`src/rtl/pipe_stall_ctrl.sv`:
```
// Central stall/flush scheduler for the 5-stage pipeline: merges load-use, control-change,
// mul/div latency and data-memory handshake into per-stage stall/flush enables.
module pipe_stall_ctrl #(
   parameter int unsigned MD_CYCLES = 32,
   parameter int unsigned CNT_W     = $clog2(MD_CYCLES) + 1
) (
   input  logic clk,
   input  logic rst_n,
   input  logic lwStallD,
   input  logic ctrlChangeE,
   input  logic mdOpE,
   input  logic memReqM,
   input  logic memAckM,
   output logic stallF,
   output logic stallD,
   output logic stallE,
   output logic stallM,
   output logic flushD,
   output logic flushE,
   output logic flushM,
   output logic mdStart,
   output logic mdBusy,
   output logic state
);

   typedef enum logic {
      IDLE   = 1'b0,
      MD_RUN = 1'b1
   } state_e;

   localparam logic [CNT_W-1:0] CNT_LOAD = CNT_W'(MD_CYCLES - 1);

   state_e           state_q, state_d;
   logic [CNT_W-1:0] cnt_q, cnt_d;

   logic mem_wait;
   logic cnt_zero;
   logic md_issue;
   logic md_busy;
   logic md_hold;
   logic stall_e;
   logic stall_d;

   assign mem_wait = memReqM & ~memAckM;
   assign cnt_zero = (cnt_q == '0);
   assign md_issue = (state_q == IDLE) & mdOpE;
   assign md_busy  = (state_q == MD_RUN) & ~cnt_zero;
   assign md_hold  = md_issue | md_busy;

   always_comb begin
      state_d = state_q;
      cnt_d   = cnt_q;
      unique case (state_q)
         IDLE: begin
            if (mdOpE) begin
               state_d = MD_RUN;
               cnt_d   = CNT_LOAD;
            end
         end
         MD_RUN: begin
            // Once the count is spent, stay parked at zero until M drains so E is not
            // released into a frozen pipeline.
            if (!cnt_zero) begin
               cnt_d = cnt_q - CNT_W'(1);
            end else if (!mem_wait) begin
               state_d = IDLE;
            end
         end
      endcase
   end

   always_ff @(posedge clk or negedge rst_n) begin
      if (!rst_n) begin
         state_q <= IDLE;
         cnt_q   <= '0;
      end else begin
         state_q <= state_d;
         cnt_q   <= cnt_d;
      end
   end

   assign stall_e = mem_wait | md_hold;
   assign stall_d = stall_e | lwStallD;

   // Outputs are combinational; rst_n gates them so they clear the instant reset asserts.
   assign stallM  = rst_n & mem_wait;
   assign stallE  = rst_n & stall_e;
   assign stallD  = rst_n & stall_d;
   assign stallF  = rst_n & stall_d;
   assign flushM  = rst_n & md_hold & ~mem_wait;
   assign flushE  = rst_n & ~stall_e & (lwStallD | ctrlChangeE);
   assign flushD  = rst_n & ~stall_e & ctrlChangeE;
   assign mdStart = rst_n & md_issue;
   assign mdBusy  = rst_n & md_busy;
   assign state   = rst_n & (state_q == MD_RUN);

endmodule

```
`config.mk`:
```
export PLATFORM = sky130hd
export DESIGN_NAME = pipe_stall_ctrl
export DESIGN_NICKNAME = d
export VERILOG_FILES = /design/src/rtl/pipe_stall_ctrl.sv
export SDC_FILE = /design/constraint.sdc
export NUM_CORES = 1
export LEC_CHECK = 0
export ABC_CLOCK_PERIOD_IN_PS = 1700
export CORE_AREA = 2 2 39 41
export CTS_BUF_LIST = sky130_fd_sc_hd__clkbuf_4 sky130_fd_sc_hd__clkbuf_8
export DETAILED_ROUTE_END_ITERATION = 10
export DIE_AREA = 0 0 41 43
export DONT_BUFFER_PORTS = 1
export HOLD_SLACK_MARGIN = 0.15
export SETUP_SLACK_MARGIN = 0.4
export SLEW_MARGIN = 20
export SYNTH_ARGS = -nofsm -noshare
export SYNTH_HDL_FRONTEND = slang
export SYNTH_SLANG_ARGS = --single-unit
```
`constraint.sdc`:
```
create_clock -name clk -period 1.7 [get_ports clk]
set_input_delay 0.34 -clock clk [delete_from_list [all_inputs] [get_ports clk]]
set_output_delay 0.34 -clock clk [all_outputs]
set_load 0.01 [all_outputs]
```
After elaboration in Yosys (flattened, before gate mapping)
Index checks and enable logic that the tools add are counted.

word-level totals
  register bits = 7
  bits in latches = 0
  RAM bits = 0
  memory bits (read-only) = 0
  input port bits = 7
  logic and storage cells = 37
  memories kept = 0

cells by class
  add/subtract/negate cells = 1
  multiply operators = 0
  div/mod/pow operators = 0
  order comparisons = 0
  equality and inequality tests = 2
  shift-type cells = 0
  muxes and demuxes = 7
  bitwise gates (word level) = 23
  reduce and logical (&&, ||, !) cells = 2

operator list
  kind                 number
  $and 1x1->1          14
  $mux 6               2
  $pmux 6 s2           1
  $logic_not 6->1      1
  $sub 6x1->6 const B  1
  $not 1->1            5
  $ne 2x2->1 const B   2
  $or 1x1->1           4
  $mux 1               3
  $pmux 1 s2           1
  $reduce_and 2->1     1

Logic depth before layout (Yosys ltp)
Gate-level depths: netlist of the first run.

  word-level depth = 8
  gate-level depth with buffers = 6

Worst setup path after synthesis of the first run
OpenSTA, ideal clock, no wires.

  path kind = reg2out
  start = reg cnt_q[0]
  end = out stallF
  arrival time = 1376 ps
  required time = 1360 ps
  path slack = -16 ps
  cell stages (with the launch flop) = 7
  buffers on the path = 1
  path through = dfrtp_1 > inv_1 > ha_1 > and3b_2 > o221ai_2 > o21a_1 > buf_4

on the way
  word-level cells in the longest chain between the ends = 7

RTL lines
  what                      line  text
  start: declaration        34    logic [CNT_W-1:0] cnt_q, cnt_d;
  start signal: assignment  78    cnt_q <= cnt_d;
  $logic_not 6->1           45    assign cnt_zero = (cnt_q == '0);
  $not 1->1                 47    assign md_busy = (state_q == MD_RUN) & ~cnt_zero;
  $and 1x1->1               47
  $or 1x1->1                48    assign md_hold = md_issue | md_busy;
  $or 1x1->1                82    assign stall_e = mem_wait | md_hold;
  $or 1x1->1                83    assign stall_d = stall_e | lwStallD;
  $and 1x1->1               --
  end: declaration          14    output logic stallF,

Every way passes these cells.

Worst setup path after layout of the first run
  start = reg cnt_q[1]
  end = out flushD

on the way
  word-level cells in the longest chain between the ends = 8

RTL lines
  what                      line  text
  $logic_not 6->1           45
  $not 1->1                 47
  $and 1x1->1               47
  $or 1x1->1                48
  $or 1x1->1                82
  $not 1->1                 92    assign flushD = rst_n & ~stall_e & ctrlChangeE;
  $and 1x1->1 (2 in a row)  92
  end: declaration          18    output logic flushD,

Every way passes these cells.

==> summary.md, run 1 <==
| Metric | Value |
|---|---|
| Detailed Place HPWL | 745 um |
| IO Count | 17 |
| Largest stage delay on the critical path | 0.36 ns |
| Synth Net Count | 66 |
| NetSw | 0.511 mW |
| P_int | 0.785 mW |
| Overall routed net length | 1290 um |
| Failing checks | negative setup slack |
| Gpl congestion | 0.760 |
| CTS tree | done |
| Max Slew Vio Count | 0 |
| Crit end category | output port |
| Via count | 484 |
| Slack of the worst reg-to-reg path | 0.07 ns |
| CP Class | flop to output port |
| DRC violation total after the first TritonRoute iteration | 10 |
| Share of layout cells above drive strength 1 | 55.4% |
| Chip width | 41 um |
| Ys async rst share | 100% |
| Combinational power share | 61.0% |
| Total power | 1.30 mW |
| Worst setup SP type | flop |
| Worst clock skew | 0.00231 ns |
| Clock sink count | 7 |
| First-pass GRT wire length | 1980 um |
| Grt ovf | 0 |
| # setup viols final | 7 |
| Post-synthesis register bit count | 7 |
| Crit path to | flushD |
| Vias in the first global route | 441 |
| CTS buffer count | 3 |
| Drt first pass iters | 4 |
| Most common cell after layout, fill and taps aside | buf_4 |
| Max Cap Viol | 0 |
| CP max FO | 4 |
| Post-synth cell types | 28 |
| Met1 usage | 22.3% |
| Layout area overhead | 52.6% |
| Min Tclk post-route | 1.85 ns |
| Antenna cell count | 0 |
| Crit path depth | 6 |
| Initial antenna violation count | 0 |
| Cell area after synthesis | 488 um2 |
| R2r worst-path depth | 8 |
| Crit. Startpoint | cnt_q[1] |
| Buffers added on ports | 0 |
| ANT nets after route | 0 |
| Crit path DAT | 1.51 ns |
| Main synth FF type | dfrtp_1 |
| Row cnt | 14 |
| Initial Util | 35.3% |
| Power per Cell Area | 1740 mW/mm2 |
| Reg-to-Reg Start | cnt_q[1] |
| Worst path required time | 1.36 ns |
| GR Util All Layers | 18.1% |
| Min setup slack post-route | -0.153 ns |
| Sw frac | 39.4% |
| Worst R2R End | cnt_q[0] |
| Peak supply drop | 0.676 mV |
| # DRC | 0 |
| Final Net Count | 84 |
| Number of vias per cell | 5.38 |
| Worst-case hold slack | 0.301 ns |
| Die Span Y | 43 um |
| Clk_lat worst skew | 0.26 ns |
| Leakage | 0.339 nW |
| Crit path max-delay cell type | dfrtp_1 |
| Synth warn | 0 |
| GR met2 Demand/Resource | 25.3% |
| Worst hold path class | input port to flop |
| Root Driver | clkbuf_4 |
| CTS clock-pin slew for the worst setup and hold paths | 0.05 ns |
| Status | finished with violations |
| Final worst path period share | 109% |
| Synthesized area per cell | 8.56 um2 |
| Core Box Area | 0.00138 mm2 |
| Crit-path cells | inv_2, ha_4, and3b_2, o221ai_4, buf_4, nor2_4 |
| CTS H-tree depth | 1 |
| Sequential fraction of the synthesis area | 35.9% |
| Fmax | 540 MHz |
| CTS Buffer Depth | 2 |
| Busiest grt layer | met2 |
| Final hold violation count | 0 |
| Largest net degree at the start of global routing | 9 |
| RSZ-0062 raised after global routing | true |
| Clock network power share | 13.4% |
| Grt met3 use | 3.14% |
| Cells after Synth | 57 |
| CP delay by family, top | flip-flops |
| Max_slew headroom | 76.6% |
| Worst-Margin Slew | 0.350 ns |
| Reg power frac | 25.5% |
| Die ar. | 0.00176 mm2 |
| WL/cell | 14.3 um |
| Buf/Inv on CP | 2 |
| Setup TNS | -0.902 ns |
| Commonest non-fill, non-tap cells in the layout | 8 x buf_4, 6 x dfrtp_1, 5 x nand2_1, 5 x buf_6, 4 x clkbuf_4 |
| EDFF count, synth | 0 |
-- worst register-to-register path: cells and delay by family (launching register included) --
| kind | cells | cell delay [ns] |
|---|---|---|
| AOI/OAI and AO/OA | 1 | 0.19 |
| adders and majority gates | 1 | 0.16 |
| buffers and inverters | 4 | 0.43 |
| DFF | 1 | 0.36 |
| muxes | 1 | 0.25 |
| and+or+nand+nor | 1 | 0.12 |
-- flip-flops by register name, indices dropped and copies added, names as in the netlist --
name     flops
cnt_q        6
state_q      1
-- layout make-up --
class / instances / area [um2]
multi-input combinational: 44 / 373
tap: 16 / 20.0
inverter: 5 / 18.8
timing repair buffer: 14 / 126
fill: 123 / 639
sequential: 7 / 176
clock buffer: 4 / 30.0
-- cells in the mapped netlist (2+ instances only) --
| library cell | n | share of area [%] |
|---|---|---|
| ha_1 | 2 | 5.1 |
| and2_1 | 2 | 2.6 |
| dfrtp_1 | 7 | 36 |
| o21ai_0 | 2 | 2.1 |
| inv_1 | 5 | 3.8 |
| nand2_1 | 5 | 3.8 |
| a21o_1 | 2 | 3.1 |
| nand3_1 | 2 | 2.1 |
| nand2b_1 | 2 | 2.6 |
| a21oi_1 | 3 | 3.1 |
| nor2_1 | 8 | 6.2 |
-- per-layer routing --
metal	vias up	share of wire, %
met5	-	0
met4	0	4.1
met3	4	5.2
met2	16	50
met1	230	41
li1	234	-
-- power by group through the flow --
stage,Clock [mW],Sequential [mW],Combinational (mW)
CTS,0.176,0.321,0.671
global route,0.194,0.341,0.865
finish,0.174,0.331,0.791
floorplan,0,0.323,0.369
global placement,0,0.322,0.522
detailed placement,0,0.317,0.526
-- worst min path at each step --
stage | from | end | slack (ns) | cells after the start
3_5_place_dp | rst_n | cnt_q[3] | 0.04 | 0
2_1_floorplan | rst_n | cnt_q[0] | 0.04 | 0
3_3_place_gp | rst_n | cnt_q[2] | 0.04 | 0
6_report | mdOpE | state_q | 0.30 | 2
4_1_cts | mdOpE | cnt_q[5] | 0.34 | 3
5_1_grt | mdOpE | state_q | 0.34 | 2
-- timing repair --
item | CTS | global route
setup buffers | 3 | 5
endpoints found under the setup margin | 11 | 14
pin swaps | 7 | 9
endpoints found under the hold margin | 7 | 0
resized for setup | 15 | 12
hold buffers | 1 | 0
-- cell families (layout without fill, tap and decap cells) --
family          count (synthesis)  in the layout  share of synthesized area (%)
mux                             1              1                           2.31
flops                           7              7                           35.9
fa+ha+maj                       2              2                           5.13
compound gates                 13             13                           18.7
buf+inv                         6             23                           5.39
simple gates                   28             28                           32.6
-- metrics by stage --
stage          utilization (%)  instances  setup WS (ns)  instance area (um2)
5_1_grt                   53.8         90         -0.215                  744
2_1_floorplan                -         57        0.00134                  498
6_report                  53.8         90         -0.153                  744
3_5_place_dp              39.6         77         0.0678                  548
3_3_place_gp              39.6         77         0.0838                  548
4_1_cts                   48.2         85         -0.154                  667
No activity file was read; power rests on OpenSTA's default activity.
==> inputs of run 2 (changes only) <==
CAP_MARGIN = 15   (was default)
==> results of run 2 <==
The final DEF is identical to that of run 1; final timing and power are the same.
